==> config.mk <==
export PLATFORM = sky130hd
export DESIGN_NAME = instr_fetch_ctrl_flat
export DESIGN_NICKNAME = d
export VERILOG_FILES = /design/src/rtl/fetch_pkg.sv /design/src/rtl/instr_fetch_ctrl_if.sv /design/src/rtl/instr_fetch_ctrl_fetch_queue.sv /design/src/rtl/instr_fetch_ctrl.sv /design/src/flat_wrapper.sv
export SDC_FILE = /design/constraint.sdc
export NUM_CORES = 1
export LEC_CHECK = 0
export ABC_CLOCK_PERIOD_IN_PS = 2700
export BUFFER_PORTS_ARGS = -buffer_cell sky130_fd_sc_hd__buf_4
export CAP_MARGIN = 25
export CELL_PAD_IN_SITES_DETAIL_PLACEMENT = 0
export CELL_PAD_IN_SITES_GLOBAL_PLACEMENT = 1
export CORE_ASPECT_RATIO = 0.75
export CORE_MARGIN = 2
export CORE_UTILIZATION = 40
export DETAILED_ROUTE_END_ITERATION = 10
export PLACE_DENSITY = 0.78
export SYNTH_ARGS = -nofsm -noshare
export SYNTH_HDL_FRONTEND = slang
export SYNTH_SLANG_ARGS = --single-unit
==> constraint.sdc <==
create_clock -name clk -period 2.7 [get_ports clk]
set_input_delay 0.54 -clock clk [delete_from_list [all_inputs] [get_ports clk]]
set_output_delay 0.54 -clock clk [all_outputs]
set_load 0.02 [all_outputs]
==> src/rtl/fetch_pkg.sv <==
// fetch_pkg: shared widths, queue entry type and small helpers for the
// instruction fetch controller slice.
//   ADDR_W / DATA_W : ROM address / word widths
//   fetch_entry_t   : one prefetch queue entry {pc, instr}
//   rom_sel_e       : owner of the shared ROM port in a given cycle
//   pc_next()       : sequential PC increment, wraps modulo 2^ADDR_W
package fetch_pkg;

   localparam int unsigned ADDR_W = 16;
   localparam int unsigned DATA_W = 16;

   typedef struct packed {
      logic [ADDR_W-1:0] pc;
      logic [DATA_W-1:0] instr;
   } fetch_entry_t;

   typedef enum logic {
      ROM_SEL_FETCH = 1'b0,
      ROM_SEL_DATA  = 1'b1
   } rom_sel_e;

   function automatic logic [ADDR_W-1:0] pc_next(input logic [ADDR_W-1:0] pc);
      return pc + ADDR_W'(1);
   endfunction

endpackage

==> src/rtl/instr_fetch_ctrl_if.sv <==
// instr_fetch_ctrl_if: bundles the ROM port, decode handshake, redirect,
// data-read port and occupancy of the fetch controller.
//   master : fetch controller side (drives rom_addr, instr*, drd_ack/data, q_count)
//   slave  : ROM / decode / requester side (drives everything else)
interface instr_fetch_ctrl_if #(
   parameter int unsigned DEPTH = 4
);
   import fetch_pkg::*;

   localparam int unsigned CNT_W = $clog2(DEPTH) + 1;

   logic [ADDR_W-1:0] rom_addr;
   logic [DATA_W-1:0] rom_data;
   logic              fetch_en;
   logic              redirect_valid;
   logic [ADDR_W-1:0] redirect_pc;
   logic              instr_valid;
   logic [DATA_W-1:0] instr;
   logic [ADDR_W-1:0] instr_pc;
   logic              instr_ready;
   logic              drd_req;
   logic [ADDR_W-1:0] drd_addr;
   logic              drd_ack;
   logic [DATA_W-1:0] drd_data;
   logic [CNT_W-1:0]  q_count;

   modport master (
      output rom_addr,
      input  rom_data,
      input  fetch_en,
      input  redirect_valid,
      input  redirect_pc,
      output instr_valid,
      output instr,
      output instr_pc,
      input  instr_ready,
      input  drd_req,
      input  drd_addr,
      output drd_ack,
      output drd_data,
      output q_count
   );

   modport slave (
      input  rom_addr,
      output rom_data,
      output fetch_en,
      output redirect_valid,
      output redirect_pc,
      input  instr_valid,
      input  instr,
      input  instr_pc,
      output instr_ready,
      output drd_req,
      output drd_addr,
      input  drd_ack,
      input  drd_data,
      input  q_count
   );

endinterface

==> src/rtl/instr_fetch_ctrl_fetch_queue.sv <==
// fetch_queue: circular prefetch buffer of fetch_entry_t.
//   clk, rst_n : clock, async active-low reset (clears storage, pointers, count)
//   flush      : drop all entries (pointers/count to 0, storage kept)
//   push/wdata : enqueue one entry (accepted when not full, or full with pop)
//   pop        : dequeue head entry (ignored when empty)
//   rdata      : head entry, combinational from storage
//   count      : occupancy 0..DEPTH; full/empty flags
module fetch_queue
   import fetch_pkg::*;
#(
   parameter int unsigned DEPTH = 4
) (
   input  logic                     clk,
   input  logic                     rst_n,
   input  logic                     flush,
   input  logic                     push,
   input  logic                     pop,
   input  fetch_entry_t             wdata,
   output fetch_entry_t             rdata,
   output logic [$clog2(DEPTH):0]   count,
   output logic                     full,
   output logic                     empty
);

   localparam int unsigned PTR_W = $clog2(DEPTH);
   localparam int unsigned CNT_W = PTR_W + 1;

   fetch_entry_t     mem_q [DEPTH];
   logic [PTR_W-1:0] rd_ptr_q, rd_ptr_d;
   logic [PTR_W-1:0] wr_ptr_q, wr_ptr_d;
   logic [CNT_W-1:0] count_q,  count_d;
   logic             wr_en;
   logic             rd_en;

   assign full  = (count_q == CNT_W'(DEPTH));
   assign empty = (count_q == '0);
   assign count = count_q;
   assign rdata = mem_q[rd_ptr_q];

   // A push into a full queue is only legal when the head leaves in the same cycle.
   assign wr_en = push && (!full || pop);
   assign rd_en = pop && !empty;

   always_comb begin
      rd_ptr_d = rd_ptr_q;
      wr_ptr_d = wr_ptr_q;
      count_d  = count_q;
      if (flush) begin
         rd_ptr_d = '0;
         wr_ptr_d = '0;
         count_d  = '0;
      end else begin
         // Power-of-two depth: pointers wrap by natural overflow.
         if (wr_en) wr_ptr_d = wr_ptr_q + PTR_W'(1);
         if (rd_en) rd_ptr_d = rd_ptr_q + PTR_W'(1);
         case ({wr_en, rd_en})
            2'b10:   count_d = count_q + CNT_W'(1);
            2'b01:   count_d = count_q - CNT_W'(1);
            default: count_d = count_q;
         endcase
      end
   end

   always_ff @(posedge clk or negedge rst_n) begin
      if (!rst_n) begin
         for (int unsigned i = 0; i < DEPTH; i++) begin
            mem_q[i] <= '0;
         end
         rd_ptr_q <= '0;
         wr_ptr_q <= '0;
         count_q  <= '0;
      end else begin
         if (wr_en && !flush) begin
            mem_q[wr_ptr_q] <= wdata;
         end
         rd_ptr_q <= rd_ptr_d;
         wr_ptr_q <= wr_ptr_d;
         count_q  <= count_d;
      end
   end

endmodule

==> src/rtl/instr_fetch_ctrl.sv <==
// instr_fetch_ctrl: fetch PC, shared ROM port arbitration and prefetch queue
// feeding decode; services data reads with priority over instruction fetch.
//   clk, rst_n : clock, async active-low reset
//   bus        : instr_fetch_ctrl_if.master
//                rom_addr/rom_data   combinational ROM port
//                fetch_en            enables prefetch (queue still drains when 0)
//                redirect_valid/pc   taken branch/jump; flushes the queue
//                instr_valid/ready   decode handshake; instr/instr_pc = head
//                drd_req/addr        data read; drd_ack/drd_data one cycle later
//                q_count             queue occupancy
module instr_fetch_ctrl
   import fetch_pkg::*;
#(
   parameter int unsigned       DEPTH    = 4,
   parameter logic [ADDR_W-1:0] RESET_PC = 16'h0000
) (
   input  logic             clk,
   input  logic             rst_n,
   instr_fetch_ctrl_if.master bus
);

   localparam int unsigned CNT_W = $clog2(DEPTH) + 1;

   logic [ADDR_W-1:0] fetch_pc_q, fetch_pc_d;
   logic              drd_ack_q,  drd_ack_d;
   logic [DATA_W-1:0] drd_data_q, drd_data_d;

   rom_sel_e          rom_sel;
   logic              instr_valid;
   logic              push;
   logic              pop;
   fetch_entry_t      q_wdata;
   fetch_entry_t      q_rdata;
   logic [CNT_W-1:0]  q_count;
   logic              q_full;
   logic              q_empty;

   always_comb begin
      rom_sel = bus.drd_req ? ROM_SEL_DATA : ROM_SEL_FETCH;

      // Redirect hides the head so nothing stale is consumed in the flush cycle.
      instr_valid = !q_empty && !bus.redirect_valid;
      pop         = instr_valid && bus.instr_ready;
      push        = bus.fetch_en && !bus.drd_req && !bus.redirect_valid &&
                    (!q_full || pop);

      q_wdata.pc    = fetch_pc_q;
      q_wdata.instr = bus.rom_data;

      fetch_pc_d = fetch_pc_q;
      if (bus.redirect_valid) begin
         fetch_pc_d = bus.redirect_pc;
      end else if (push) begin
         fetch_pc_d = pc_next(fetch_pc_q);
      end

      // Data read owns the ROM port this cycle; redirect does not cancel it.
      drd_ack_d  = bus.drd_req;
      drd_data_d = bus.drd_req ? bus.rom_data : drd_data_q;
   end

   assign bus.rom_addr    = (rom_sel == ROM_SEL_DATA) ? bus.drd_addr : fetch_pc_q;
   assign bus.instr_valid = instr_valid;
   assign bus.instr       = q_rdata.instr;
   assign bus.instr_pc    = q_rdata.pc;
   assign bus.drd_ack     = drd_ack_q;
   assign bus.drd_data    = drd_data_q;
   assign bus.q_count     = q_count;

   always_ff @(posedge clk or negedge rst_n) begin
      if (!rst_n) begin
         fetch_pc_q <= RESET_PC;
         drd_ack_q  <= 1'b0;
         drd_data_q <= '0;
      end else begin
         fetch_pc_q <= fetch_pc_d;
         drd_ack_q  <= drd_ack_d;
         drd_data_q <= drd_data_d;
      end
   end

   fetch_queue #(
      .DEPTH (DEPTH)
   ) u_queue (
      .clk   (clk),
      .rst_n (rst_n),
      .flush (bus.redirect_valid),
      .push  (push),
      .pop   (pop),
      .wdata (q_wdata),
      .rdata (q_rdata),
      .count (q_count),
      .full  (q_full),
      .empty (q_empty)
   );

endmodule

==> src/flat_wrapper.sv <==
// flat-port wrapper written by rule: the top's interface ports become plain ports
module instr_fetch_ctrl_flat import fetch_pkg::*;
#(
   parameter int unsigned       DEPTH    = 4,
   parameter logic [ADDR_W-1:0] RESET_PC = 16'h0000
)
  (clk, rst_n, bus_rom_addr, bus_rom_data, bus_fetch_en, bus_redirect_valid, bus_redirect_pc, bus_instr_valid, bus_instr, bus_instr_pc, bus_instr_ready, bus_drd_req, bus_drd_addr, bus_drd_ack, bus_drd_data, bus_q_count);
  instr_fetch_ctrl_if #(.DEPTH(DEPTH)) bus_i ();
  input  logic clk;
  input  logic rst_n;
  output wire logic [$bits(bus_i.rom_addr)-1:0] bus_rom_addr;
  input wire logic [$bits(bus_i.rom_data)-1:0] bus_rom_data;
  input wire logic [$bits(bus_i.fetch_en)-1:0] bus_fetch_en;
  input wire logic [$bits(bus_i.redirect_valid)-1:0] bus_redirect_valid;
  input wire logic [$bits(bus_i.redirect_pc)-1:0] bus_redirect_pc;
  output wire logic [$bits(bus_i.instr_valid)-1:0] bus_instr_valid;
  output wire logic [$bits(bus_i.instr)-1:0] bus_instr;
  output wire logic [$bits(bus_i.instr_pc)-1:0] bus_instr_pc;
  input wire logic [$bits(bus_i.instr_ready)-1:0] bus_instr_ready;
  input wire logic [$bits(bus_i.drd_req)-1:0] bus_drd_req;
  input wire logic [$bits(bus_i.drd_addr)-1:0] bus_drd_addr;
  output wire logic [$bits(bus_i.drd_ack)-1:0] bus_drd_ack;
  output wire logic [$bits(bus_i.drd_data)-1:0] bus_drd_data;
  output wire logic [$bits(bus_i.q_count)-1:0] bus_q_count;
  assign bus_rom_addr = bus_i.rom_addr;
  assign bus_i.rom_data = bus_rom_data;
  assign bus_i.fetch_en = bus_fetch_en;
  assign bus_i.redirect_valid = bus_redirect_valid;
  assign bus_i.redirect_pc = bus_redirect_pc;
  assign bus_instr_valid = bus_i.instr_valid;
  assign bus_instr = bus_i.instr;
  assign bus_instr_pc = bus_i.instr_pc;
  assign bus_i.instr_ready = bus_instr_ready;
  assign bus_i.drd_req = bus_drd_req;
  assign bus_i.drd_addr = bus_drd_addr;
  assign bus_drd_ack = bus_i.drd_ack;
  assign bus_drd_data = bus_i.drd_data;
  assign bus_q_count = bus_i.q_count;
  instr_fetch_ctrl #(.DEPTH(DEPTH), .RESET_PC(RESET_PC)) u_core (.clk(clk), .rst_n(rst_n), .bus(bus_i));
endmodule
==> results.yml, run 1 <==
pwr:
  power_density_nw_per_um2: 762
  leakage_nw: 4.60
  peakVddDrop_uv: 429
final_layout:
  final_util_pct: 50.1
  final_common_cell: "dfrtp_1"
  final_cell_mix: "dfrtp_1 (166), buf_4 (133), mux2_4 (120), mux2_2 (37), mux4_2 (32)"
  drive_gt1_share_pct: 55.0
  n_antenna_cell: 0
  synthToLayoutAreaGrowth_pct: 22.0
  fill_cells: 1755
  nNetsFinal: 727
sta:
  finalSetupViolCount: 0
  timing.final.crit_share_pct: 93.8
  period_minus_slack_ns: 2.53
  fmax_mhz: 395
  tightestPinTransition_ns: 0.643
  maxSlewViolCount: 0
  slew-limit-headroom_pct: 56.9
  rsz0062_at_grt: "false"
  skew_ns: 0.00974
  report.final.hold_viol_count: 0
  tns_ns: 0
cts:
  cts_setup_buffers: 0
  cts-root-buf: "clkbuf_16"
  htree_levels: 4
  clock_latency_ns: 0.43
  cts_tree: "built"
  cts_buffers: 17
  cts_buffer_depth: 2
  path_clk_slew_ns: 0.07
  clkSinkCount: 168
detailed_routing:
  wirelength_um: 18300
  viasPerCell: 5.12
  antenna_left: 0
  via_count: 4928
  dr.pass1.iters: 4
  remaining_drc_errors: 0
  wl_per_cell_um: 19.0
  drtIter0Drc: 314
floorplanning:
  die-width_um: 171
  core_area_um2: 20400
  pin_count: 123
  rows: 45
  die_area_um2: 22200
  start_util_pct: 41.1
  dieHeight_um: 130
critical_path:
  critPathArrivalTime_ns: 1.99
  path_cells: "buf_12 -> mux4_2 -> buf_4"
  slowest_stage: "dfrtp_4"
  max_stage_delay_ns: 0.57
  cp.required_ns: 2.16
  start_kind: "flop"
  critPathKind: "flop to primary output"
  path_max_fanout: 17
  crit_path_end_kind: "primary output"
global_routing:
  overflow: 0
  grt_use_total_pct: 17.4
  grt_max_degree: 62
  antenna_found_initial: 0
  grt_pass1_vias: 5294
  grt_pass1_wl_um: 29600
yosys:
  ys_seq_area_share_pct: 50.0
  synth_edf_count: 0
  syn_area_um2: 8400
  synth_warnings: 0
  syn_nets: 608
  yosysTopAreaCell: "dfrtp_1"
  postSynthAreaPerCell_um2: 15.3
  ys.flop_type: "dfrtp_1"
  synthTopCellsByArea: "dfrtp_1 (50%), mux2_4 (21%), mux4_2 (8.6%)"
  syn-instance-count: 548
  async_reset_ff_share_pct: 100
  yosysUniqueCellTypes: 45
  synth.top_cell.area_share_pct: 50.0
  ys_ff_latch: 168
min_path:
  min_path_type: "input pin to asynchronous set/reset pin"
placement:
  dp_hpwl_um: 12300
  io_buffers: 122
  gp_congestion: 0.761
job:
  maxCapViolations: 0
run_status:
  outcome: "finished clean"
through the flow:
stage / instance area (um2) / total power [mW] / hold slack, ns / std cells / setup WS, ns
after floorplan: 8400 / 4.63 / 0.244 / 548 / 0.271
after global placement: 9650 / 5.33 / 0.485 / 930 / 0.504
after detailed placement: 9650 / 5.41 / 0.492 / 930 / 0.473
after CTS: 10200 / 7.90 / 0.106 / 962 / 0.0304
after global routing: 10200 / 8.18 / 0.132 / 962 / 0.0585
final: 10200 / 7.81 / 0.0998 / 962 / 0.168
layout make-up:
class	count	area [um2]	share of cell area, %
Timing Repair Buffer	142	1170	11.4
Clock inverter	13	145	1.42
Inverter	6	22.5	0.220
Sequential cell	168	4210	41.1
Multi-Input combinational cell	332	3900	38.0
Clock buffer	19	453	4.42
Tap cell	282	353	3.44
registers in the layout, summed over array words and instances, names as in the netlist:
name	cells
u_core.bus.drd_ack	1
u_core.bus.drd_data	16
u_core.fetch_pc_q	16
u_core.u_queue.count	3
u_core.u_queue.mem_q	128
u_core.u_queue.rd_ptr_q	2
u_core.u_queue.wr_ptr_q	2
what timing repair did:
action	in CTS	in global routing
hold buffers	0	0
resized for setup	0	1
setup endpoints to repair	0	4
cell usage after synthesis, types with 2 or more instances:
library cell and number:
and2_1 5, dfrtp_1 168, mux2i_1 6, nor4b_1 2, a21o_1 2, a21oi_1 5, nand3b_1 2, a22oi_1 4
inv_1 6, nand2_1 22, nor2b_1 7, a31oi_1 2, buf_2 4, nor4_1 2, nor4b_4 2, o31a_1 3
nand4_1 2, and3_1 5, mux2_4 120, nand2b_1 5, nor3_1 8, clkbuf_1 18, xor2_1 2, o21ai_0 16
ha_1 5, nand3_1 6, xnor2_1 9, mux2_2 37, buf_6 16, buf_1 3, mux4_2 32, nor2_1 9
final timing paths:
kind                                                         from                                    to  slack, ns  cells past startpoint
max in group asynchronous                                   rst_n  u_core.u_queue.mem_q[41]$_DFFE_PN0P_       1.85                      2
hold reg to reg              u_core.u_queue.mem_q[31]$_DFFE_PN0P_  u_core.u_queue.mem_q[31]$_DFFE_PN0P_       0.50                      1
min in group clk                               bus_redirect_pc[0]      u_core.fetch_pc_q[0]$_DFFE_PN0P_       0.32                      3
setup reg to reg              u_core.u_queue.count[2]$_DFFE_PN0P_   u_core.u_queue.count[2]$_DFFE_PN0P_       0.69                      7
setup / recovery           u_core.u_queue.rd_ptr_q[0]$_DFFE_PN0P_                      bus_instr_pc[15]       0.17                      3
hold / removal                                              rst_n          u_core.bus.drd_ack$_DFF_PN0_        0.1                      1
layer usage:
layer / global-route usage, % / wire length (um)
met5: 0 / 0
met4: 4.74 / 209
met1: 24.8 / 8900
met3: 3.79 / 669
met2: 27.2 / 8500
logic make-up (layout without fill, tap and decap cells):
family,Yosys count,after routing,synth area share (%)
multiplexers,195,195,35.7
adder cells (fa/ha/maj),6,6,0.983
XOR/XNOR,11,11,1.15
AND/OR/NAND/NOR,82,82,5.67
flip-flops,168,168,50.0
AO/OA/AOI/OAI,38,38,2.81
buffers and inverters,48,180,3.65
power by group:
part           internal (mW)  switching, mW
clock network           1.42           1.04
registers               2.96          0.332
logic                   1.21          0.842
critical path: cells and delay by family, from the launching register on:
| kind | cells | cell delay (ns) |
|---|---|---|
| mux | 1 | 0.56 |
| buf+inv | 2 | 0.42 |
| flops | 1 | 0.57 |
Note: power is estimated with default switching activity, not from simulation.
==> run 2, diff against run 1 <==
- ABC_CLOCK_PERIOD_IN_PS: 2700 -> 2400
- clock period: 2.7 -> 2.4 ns (I/O delays scaled with it)
==> run 2 against run 1 <==
  * Register-to-register slack got worse by 0.47 ns
  * Power increased by 13%
  * Count of clock-buffer cells in the layout unchanged
  * Critical endpoint is now bus_instr_pc[3]
  * Largest power group unchanged
  * Highest routed layer unchanged
==> results.yml, run 2 (synthesis results as in run 1) <==
cts:
  cts_tree: "built"
  path_clk_slew_ns: 0.07
  cts_setup_buffers: 0
  cts_buffer_depth: 2
  cts-root-buf: "clkbuf_16"
  clock_latency_ns: 0.43
  cts_buffers: 17
  htree_levels: 4
  clkSinkCount: 168
final_layout:
  drive_gt1_share_pct: 55.1
  stdcell_count: 963
  n_antenna_cell: 0
  nNetsFinal: 728
  synthToLayoutAreaGrowth_pct: 22.1
  final_cell_mix: "dfrtp_1 (166), buf_4 (133), mux2_4 (120), mux2_2 (37), mux4_2 (32)"
  final_common_cell: "dfrtp_1"
  regMostFlops: "u_core.u_queue.mem_q"
  largest_reg_flops: 128
  fin_area_um2: 10300
  final_util_pct: 50.2
floorplanning:
  core_area_um2: 20400
  rows: 45
  start_util_pct: 41.1
  die-width_um: 171
  pin_count: 123
  die_area_um2: 22200
  dieHeight_um: 130
critical_path:
  critPathArrivalTime_ns: 1.83
  start_kind: "flop"
  worst_r2r_path_depth: 7
  rrSetupSlack_ns: 0.22
  path_max_fanout: 17
  r2r_end: "u_core.u_queue.count[1]$_DFFE_PN0P_"
  crit_path_end_kind: "primary output"
  critPathKind: "flop to primary output"
  worst_r2r_startpoint: "u_core.u_queue.count[1]$_DFFE_PN0P_"
  cp.required_ns: 1.92
detailed_routing:
  viasPerCell: 5.16
  wl_per_cell_um: 19.4
  antenna_left: 0
  wirelength_um: 18700
  dr.pass1.iters: 4
  remaining_drc_errors: 0
  drtIter0Drc: 273
  via_count: 4970
sta:
  skew_ns: 0.0114
  report.final.hold_viol_count: 0
  fin_ws_ns: 0.0871
  slew-limit-headroom_pct: 61.2
  fmax_mhz: 432
  timing.final.crit_share_pct: 96.4
  tns_ns: 0
  finalSetupViolCount: 0
  tightestPinTransition_ns: 0.579
  maxSlewViolCount: 0
  period_minus_slack_ns: 2.31
  rsz0062_at_grt: "false"
pwr:
  leakage_nw: 4.61
  power_density_nw_per_um2: 860
  peakVddDrop_uv: 464
global_routing:
  antenna_found_initial: 0
  grt_max_degree: 60
  overflow: 0
  grt_pass1_wl_um: 30500
  grt_use_total_pct: 17.9
  grt_pass1_vias: 5509
placement:
  placed_area_um2: 9660
  gp_congestion: 0.766
  dp_hpwl_um: 12400
  dp.cells: 931
  dp_slack_ns: 0.236
  io_buffers: 122
min_path:
  min_path_type: "input pin to asynchronous set/reset pin"
run_status:
  outcome: "finished clean"
job:
  maxCapViolations: 0
## run 2: per-stage QoR
stage / power (mW) / hold slack (ns)
final: 8.82 / 0.0212
after global routing: 9.22 / 0.0548
after CTS: 8.92 / 0.0302
after detailed placement: 6.09 / 0.489
after global placement: 5.99 / 0.484
after floorplan: 5.21 / 0.184
## run 2: timing repair
| item | CTS | global route |
|---|---|---|
| hold buffers | 0 | 0 |
| gates resized for setup | 1 | 1 |
| setup endpoints to repair | 15 | 4 |
| cloned | 0 | 0 |
## run 2: worst max path at each step
stage	cells after the start	startpoint	endpoint
global route	3	u_core.u_queue.rd_ptr_q[0]$_DFFE_PN0P_	bus_instr_pc[3]
detailed placement	7	bus_drd_req	u_core.u_queue.count[1]$_DFFE_PN0P_
CTS	3	u_core.u_queue.rd_ptr_q[0]$_DFFE_PN0P_	bus_instr_pc[3]
finish	3	u_core.u_queue.rd_ptr_q[0]$_DFFE_PN0P_	bus_instr_pc[3]
global placement	4	bus_drd_req	bus_rom_addr[3]
floorplan	8	bus_redirect_valid	u_core.u_queue.count[1]$_DFFE_PN0P_
## run 2: final cells by class
| type | instances | area, um2 |
|---|---|---|
| Clock buffer | 19 | 453 |
| Clock inverter | 13 | 139 |
| Fill cell | 1743 | 10200 |
| Inverter | 6 | 22.5 |
| Multi-Input combinational cell | 332 | 3900 |
| Sequential cell | 168 | 4210 |
| Tap cell | 282 | 353 |
| Timing Repair Buffer | 143 | 1180 |
## run 2: critical path: stages, from the launching register on
cell     delay (ns)
dfrtp_2        0.40
buf_8          0.24
mux4_2         0.58
buf_4          0.18
## run 2: per-layer routing
layer	vias up	GRT usage (%)	part of all wire, %	routed length [um]
met5	-	0	0	0
li1	2227	-	-	-
met3	15	3.88	3.7	688
met4	0	4.99	0.94	175
met2	98	29.1	48	9060
met1	2630	24.5	47	8770
## run 2: power by group
part           switching (mW)  internal (mW)  total (mW)  leakage, nW
Combinational           0.986           1.36        2.35         2.18
Clock                    1.19           1.60        2.79        0.291
Sequential              0.356           3.33        3.68         2.14
